**src/rtl/gb_joypad.sv**
```systemverilog
// gb_joypad: Game Boy P1/JOYP register (0xFF00) driven by a SNES controller word.
// Buttons are remapped onto the eight Game Boy lines and debounced per line.
// The block also provides the P14/P15 matrix select, the joypad interrupt pulse
// and a soft-reset request when A+B+Select+Start is held long enough.
module gb_joypad #(
    parameter int DEBOUNCE_CYCLES = 4096,
    parameter int RESET_HOLD      = 4000000
) (
    input  logic        clock,
    input  logic        rst,
    input  logic [15:0] snes_buttons,
    input  logic [15:0] cpu_addr_bus,
    input  logic [7:0]  cpu_data_in,
    input  logic        cpu_we,
    output logic [7:0]  data_out,
    output logic        data_hit,
    output logic [7:0]  irq,
    output logic        reset_req
);

    localparam int                CNT_W     = $clog2(DEBOUNCE_CYCLES) + 1;
    localparam logic [CNT_W-1:0]  CNT_LAST  = CNT_W'(DEBOUNCE_CYCLES - 1);
    localparam int                HOLD_W    = $clog2(RESET_HOLD + 1);
    localparam logic [HOLD_W-1:0] HOLD_MAX  = HOLD_W'(RESET_HOLD);
    localparam logic [HOLD_W-1:0] HOLD_LAST = HOLD_W'(RESET_HOLD - 1);
    localparam logic [15:0]       JOYP_ADDR = 16'hFF00;

    logic [7:0]        mapped;
    logic [7:0]        raw;
    logic [7:0]        db;
    logic [CNT_W-1:0]  cnt [8];
    logic [1:0]        sel;
    logic [3:0]        nib;
    logic [3:0]        prev_nib;
    logic              irq_joy;
    logic [HOLD_W-1:0] hold;
    logic              addr_hit;
    logic              sel_write;
    logic              combo_held;
    logic              unused_bits;

    // SNES bits with no Game Boy counterpart, and write bits outside P14/P15
    assign unused_bits = &{1'b0, snes_buttons[15:9], snes_buttons[1],
                           cpu_data_in[7:6], cpu_data_in[3:0]};

    // Line order is {Start, Select, B, A, Down, Up, Left, Right}, all active-low
    assign mapped = {snes_buttons[3], snes_buttons[2], snes_buttons[0], snes_buttons[8],
                     snes_buttons[5], snes_buttons[4], snes_buttons[6], snes_buttons[7]};

    assign addr_hit   = (cpu_addr_bus == JOYP_ADDR);
    assign sel_write  = cpu_we && addr_hit;
    assign combo_held = (db[7:4] == 4'b0000);
    assign irq        = {3'b000, irq_joy, 4'b0000};

    // Input register: the controller word is sampled every cycle
    always_ff @(posedge clock or negedge rst) begin
        if (!rst) begin
            raw <= 8'hFF;
        end else begin
            raw <= mapped;
        end
    end

    // Per-line debounce: a new level is accepted only after it has been stable long enough
    always_ff @(posedge clock or negedge rst) begin
        if (!rst) begin
            db <= 8'hFF;
            for (int i = 0; i < 8; i++) begin
                cnt[i] <= '0;
            end
        end else begin
            for (int i = 0; i < 8; i++) begin
                if (raw[i] == db[i]) begin
                    cnt[i] <= '0;
                end else if (cnt[i] == CNT_LAST) begin
                    db[i]  <= raw[i];
                    cnt[i] <= '0;
                end else begin
                    cnt[i] <= cnt[i] + CNT_W'(1);
                end
            end
        end
    end

    // Matrix select register, loaded from bits 5:4 of a write to 0xFF00
    always_ff @(posedge clock or negedge rst) begin
        if (!rst) begin
            sel <= 2'b11;
        end else if (sel_write) begin
            sel <= cpu_data_in[5:4];
        end
    end

    // Visible nibble: selected groups are ANDed, unselected groups read as released
    always_comb begin
        nib = 4'hF;
        if (!sel[0]) begin
            nib = nib & db[3:0];
        end
        if (!sel[1]) begin
            nib = nib & db[7:4];
        end
    end

    // Joypad interrupt: one-cycle pulse when any visible bit goes from 1 to 0
    always_ff @(posedge clock or negedge rst) begin
        if (!rst) begin
            prev_nib <= 4'hF;
            irq_joy  <= 1'b0;
        end else begin
            prev_nib <= nib;
            irq_joy  <= |(prev_nib & ~nib);
        end
    end

    // Soft-reset combo timer: saturates so the request fires once per hold
    always_ff @(posedge clock or negedge rst) begin
        if (!rst) begin
            hold      <= '0;
            reset_req <= 1'b0;
        end else begin
            reset_req <= combo_held && (hold == HOLD_LAST);
            if (!combo_held) begin
                hold <= '0;
            end else if (hold != HOLD_MAX) begin
                hold <= hold + HOLD_W'(1);
            end
        end
    end

    // Read path: register contents when addressed, open bus (0xFF) otherwise
    always_comb begin
        data_out = 8'hFF;
        data_hit = 1'b0;
        if (addr_hit) begin
            data_out = {2'b11, sel, nib};
            data_hit = 1'b1;
        end
    end

endmodule

```
**config.mk**
```make
export PLATFORM = sky130hd
export DESIGN_NAME = gb_joypad
export DESIGN_NICKNAME = d
export VERILOG_FILES = /design/src/rtl/gb_joypad.sv
export SDC_FILE = /design/constraint.sdc
export NUM_CORES = 1
export LEC_CHECK = 0
export CORE_UTILIZATION = 40
export DETAILED_ROUTE_END_ITERATION = 8
export HOLD_SLACK_MARGIN = 0.03
export MAX_ROUTING_LAYER = met4
export SYNTH_ARGS = -nofsm -noshare
export SYNTH_HDL_FRONTEND = slang
export SYNTH_SLANG_ARGS = --single-unit
```
**constraint.sdc**
```tcl
create_clock -name clock -period 2.5 [get_ports clock]
set_input_delay 0.5 -clock clock [delete_from_list [all_inputs] [get_ports clock]]
set_output_delay 0.5 -clock clock [all_outputs]
set_load 0.01 [all_outputs]
```
-- Word-level counts from Yosys, hierarchy flattened
Cells that the tools add are included.
- register bits: 150
- input port bits: 43
- output and inout bits: 18
- logic and storage cells: 96
- add/subtract/negate cells: 9
- eq/ne operators: 20
- multiplexer cells: 22
- bitwise logic cells: 11
- reductions and logical operators: 12
- operator list (cell ; count):
    $mux W13 ; 16
    $add A13 B1 Y13 const B ; 8
    $eq A13 B12 Y1 const B ; 8
    $mux W22 ; 2
    $add A22 B1 Y22 const B ; 1
    $eq A22 B22 Y1 const B ; 1
    $ne A22 B22 Y1 const B ; 1
    $eq A16 B16 Y1 const B ; 1
    $reduce_and A2 Y1 ; 8
    $and A4 B4 Y4 ; 2
    $eq A1 B1 Y1 ; 8
    $mux W4 ; 2
    $not A1 Y1 ; 8
    $mux W6 ; 1
    $logic_not A4 Y1 ; 1
    $not A4 Y4 ; 1
    $reduce_or A4 Y1 ; 1
    $logic_and A1 B1 Y1 ; 2
    $ne A2 B1 Y1 const B ; 1
    $mux W1 ; 1

-- Longest topological paths before layout
- depth in word-level cells: 6
- gate-level depth with buffers: 6
- gate-level depth less buffers: 6

-- Worst setup path before layout
No wires, ideal clock.
- kind: in2out
- start: input cpu_addr_bus[1]
- end: output data_out[4]
- data arrival time: 1.757 ns
- required time: 2.000 ns
- path slack: 0.243 ns
- stages on the path: 3
- buffers on the path: 0
- path through: or4_4 nor4_4 or2b_1
- longest elaborated chain between the ends: 2
- RTL lines (item ; line ; text):
    from (decl) ; 12 ; input logic [15:0] cpu_addr_bus,
    $eq A16 B16 Y1 ; 50 ; assign addr_hit = (cpu_addr_bus == JOYP_ADDR);
    $mux W6 ; 135 ; if (addr_hit) begin
    to (decl) ; 15 ; output logic [7:0] data_out,
Every way passes these cells.

-- Worst setup path in the final report
- start: input cpu_addr_bus[14]
- end: output data_out[4]
Same word-level chain as after synthesis.

==> metrics.txt <==
run status=complete, no violations; synthesized flop and latch total=150; clock net sink count=150; TritonCTS Buffers=17; Final ANT Viol Nets=0; Static Leak=around 3.6 nW; area growth from synthesis to layout=17.2%; Syn. warnings=0; Slew HR=approximately 51%; drt initial violations=222; largest driver fanout on the critical path=3; flip-flop cell with the highest count after synthesis=sky130_fd_sc_hd__dfrtp_1; share of post-route cells with drive strength above 1=a little over an eighth; count of endpoints failing setup in the final report=0; Post-Syn Instances=668; routability-driven placement congestion ratio=0.801; kind of launch point of the worst setup path=input port; vertical extent of the die=135 um; biggest area consumer among synthesized cells=sky130_fd_sc_hd__dfrtp_1; total number of vias=4939; placed cell count=928; number of antenna violations at the first check in global routing=0; maximum level of the CTS H-tree=4; total standard cell area after synthesis=7060 sq um; hold crit path type=input port to asynchronous set/reset pin; DIE AREA=18200 sq um; antenna diode count=0; fmax=about 0.41 GHz; portion of synthesized cell area occupied by the leading cell type=45.4%; FFs w/ async S/R, synth=100%; most area-consuming cells after synthesis=sky130_fd_sc_hd__dfrtp_1 45%, sky130_fd_sc_hd__dfstp_2 8.2%, sky130_fd_sc_hd__xor2_1 7.3%, sky130_fd_sc_hd__nor2_1 5.4%, sky130_fd_sc_hd__xnor2_1 4.5%; Initial Util=around two fifths; core utilization of the finished layout=between 40 and 50%; root buf cell=sky130_fd_sc_hd__clkbuf_16; largest clock skew in the final design=slightly above 9 ps; actual slew at the worst max-slew pin=736 ps; Worst-path clk slew=70 ps; register area share after synthesis=53.6%; final global-route overflow total=0; non-filler instance count after layout=962; port bufs=37; maximum number of pins on one net before global-route repair=just under 60; Top delay family on crit path=buffers and inverters; max-cap violation count=0; die width=135 um; post-route DRC violation count=0; number of max-slew violations in the final report=0; number of synthesized flops with an enable pin=0; Hold Vio Cnt, Final=0; Crit path required time=2000 ps; wire length of the first global-routing pass=around 23000 um; Avg Inst Size Synth=10.6 sq um; via count of the first global-routing pass=4876; number of buffer and inverter instances along the worst setup path=3; clock tree from TritonCTS=built; Synth cell types=between 50 and 60; total power of the final layout=between 5 and 6 mW; maximum cell stage delay along the critical path=between 400 and 500 ps; number of rows created at floorplan=48; Post-Route Setup TNS=0 ps; filler instances=1575; Crit-path slowest cell=sky130_fd_sc_hd__clkdlybuf4s50_1; most frequent cells in the layout=128 x sky130_fd_sc_hd__dfrtp_1, 102 x sky130_fd_sc_hd__nor2_1, 59 x sky130_fd_sc_hd__xor2_1, 42 x sky130_fd_sc_hd__nand2_1, 37 x sky130_fd_sc_hd__nand3_1; setup repair after global routing missed its margin=no; arrival time at the worst endpoint=1950 ps; Setup CP Type=input port to output port; Skew-Pair Late Insertion Delay=about 420 ps; CORE AREA=17200 sq um; leading cell type in the layout, fill and taps excluded=sky130_fd_sc_hd__dfrtp_1; number of search-and-repair iterations in the first detailed-routing pass=5; power density over the cells=631 nW/um^2; crit share post-route=98.0%; total wirelength of the detailed-routed design=13200 um; CP endpoint kind=output port; number of top-level design ports=61; average wire per cell in the routed design=13.7 um; DP HPWL=9240 um; Peak VDD IR=0.488 mV; mean number of vias per cell=roughly 5.1; number of nets in the layout=a little under 800; worst path cell trace=clkdlybuf4s50_1 > nand4_1 > nor4_4 > buf_4 > or2b_1 > buf_2; final critical-path required period=between 2000 and 2500 ps; global-route total usage across every layer=16.3%; maximum count of clock buffers along a single path=2
-- routing by layer --
layer | GRT usage (%) | vias up | wire (um)
met5 | - | - | 0
met3 | 3.38 | 21 | 432
met1 | 20.6 | 2401 | 6200
met4 | 6.37 | 0 | 233
met2 | 25.8 | 83 | 6330
li1 | - | 2434 | -
-- worst register-to-register path, cell delays in order, from the launching register on --
cell,delay (ps)
sky130_fd_sc_hd__dfrtp_1,410
sky130_fd_sc_hd__and4_1,310
sky130_fd_sc_hd__nand4_1,290
sky130_fd_sc_hd__o31ai_2,720
sky130_fd_sc_hd__nor2_1,120
-- registers in the layout (all words and copies together), names as in the netlist --
| register | count |
|---|---|
| cnt | 104 |
| reset_req | 1 |
| irq_joy | 1 |
| raw | 8 |
| sel | 2 |
| hold | 22 |
| db | 8 |
| prev_nib | 4 |
-- synth_stat cells (all sizes together) (7+ instances only) --
master,n
nor2,102
inv,20
nor3,19
dfstp,22
ha,10
and3,20
or3,7
a21oi,12
o21ai,8
nand2,43
dfrtp,128
xnor2,36
buf,14
xor2,59
mux2,10
and4,7
nand3,38
or4,12
o31ai,9
nand4,37
-- final timing paths --
check,from,endpoint,slack [ps],cells past startpoint
min reg2reg,cnt[51],cnt[51],510,1
max reg2reg,cnt[80],cnt[85],500,4
max,cpu_addr_bus[14],data_out[4],50,6
min,rst,cnt[4],40,1
max in group asynchronous,rst,raw[4],1710,2
min in group clock,snes_buttons[5],raw[3],480,1
-- stage by stage --
stage          hold WS (ps)  setup slack (ps)  cell area (sq um)
4_1_cts                58.5              19.0               8280
2_1_floorplan           204               243               7090
5_1_grt                78.2              1.36               8280
6_report               38.9              50.3               8280
3_3_place_gp            497              -655               7720
3_5_place_dp            505              -656               7720
-- report_power, final --
part,total (mW),internal [mW],switching [mW]
Clock,2.50,1.47,1.02
Combinational,0.205,0.0847,0.120
Sequential,2.52,2.47,0.0493
Total,5.22,4.03,1.19
-- final cells by class --
| type | count | area, sq um | area share, % |
|---|---|---|---|
| clock buffer | 17 | 425 | 5.14 |
| sequential | 150 | 3780 | 45.7 |
| timing repair buffer | 47 | 427 | 5.16 |
| clock inverter | 15 | 159 | 1.92 |
| multi-input combinational | 488 | 3130 | 37.8 |
| inverter | 20 | 75.1 | 0.907 |
| tap | 225 | 282 | 3.40 |
-- cells by family (layout without fill, tap and decap cells) --
| kind of cell | after synthesis | after routing | share of synthesized area (%) |
|---|---|---|---|
| other cells | 2 | 9 | 0.106 |
| simple gates | 312 | 312 | 23.2 |
| xor+xnor | 95 | 95 | 11.8 |
| buf+inv | 37 | 99 | 2.57 |
| flops | 150 | 150 | 53.6 |
| fa+ha+maj | 10 | 10 | 1.77 |
| mux | 12 | 12 | 1.88 |
| compound gates | 50 | 50 | 5.14 |
-- what timing repair did --
action | 4_1_cts | 5_1_grt
setup endpoints to repair | 7 | 3
resized for setup | 40 | 6
setup buffers | 2 | 0
hold buffers | 0 | 0
pin swaps | 3 | 3
(Power assumes the default switching activity.)
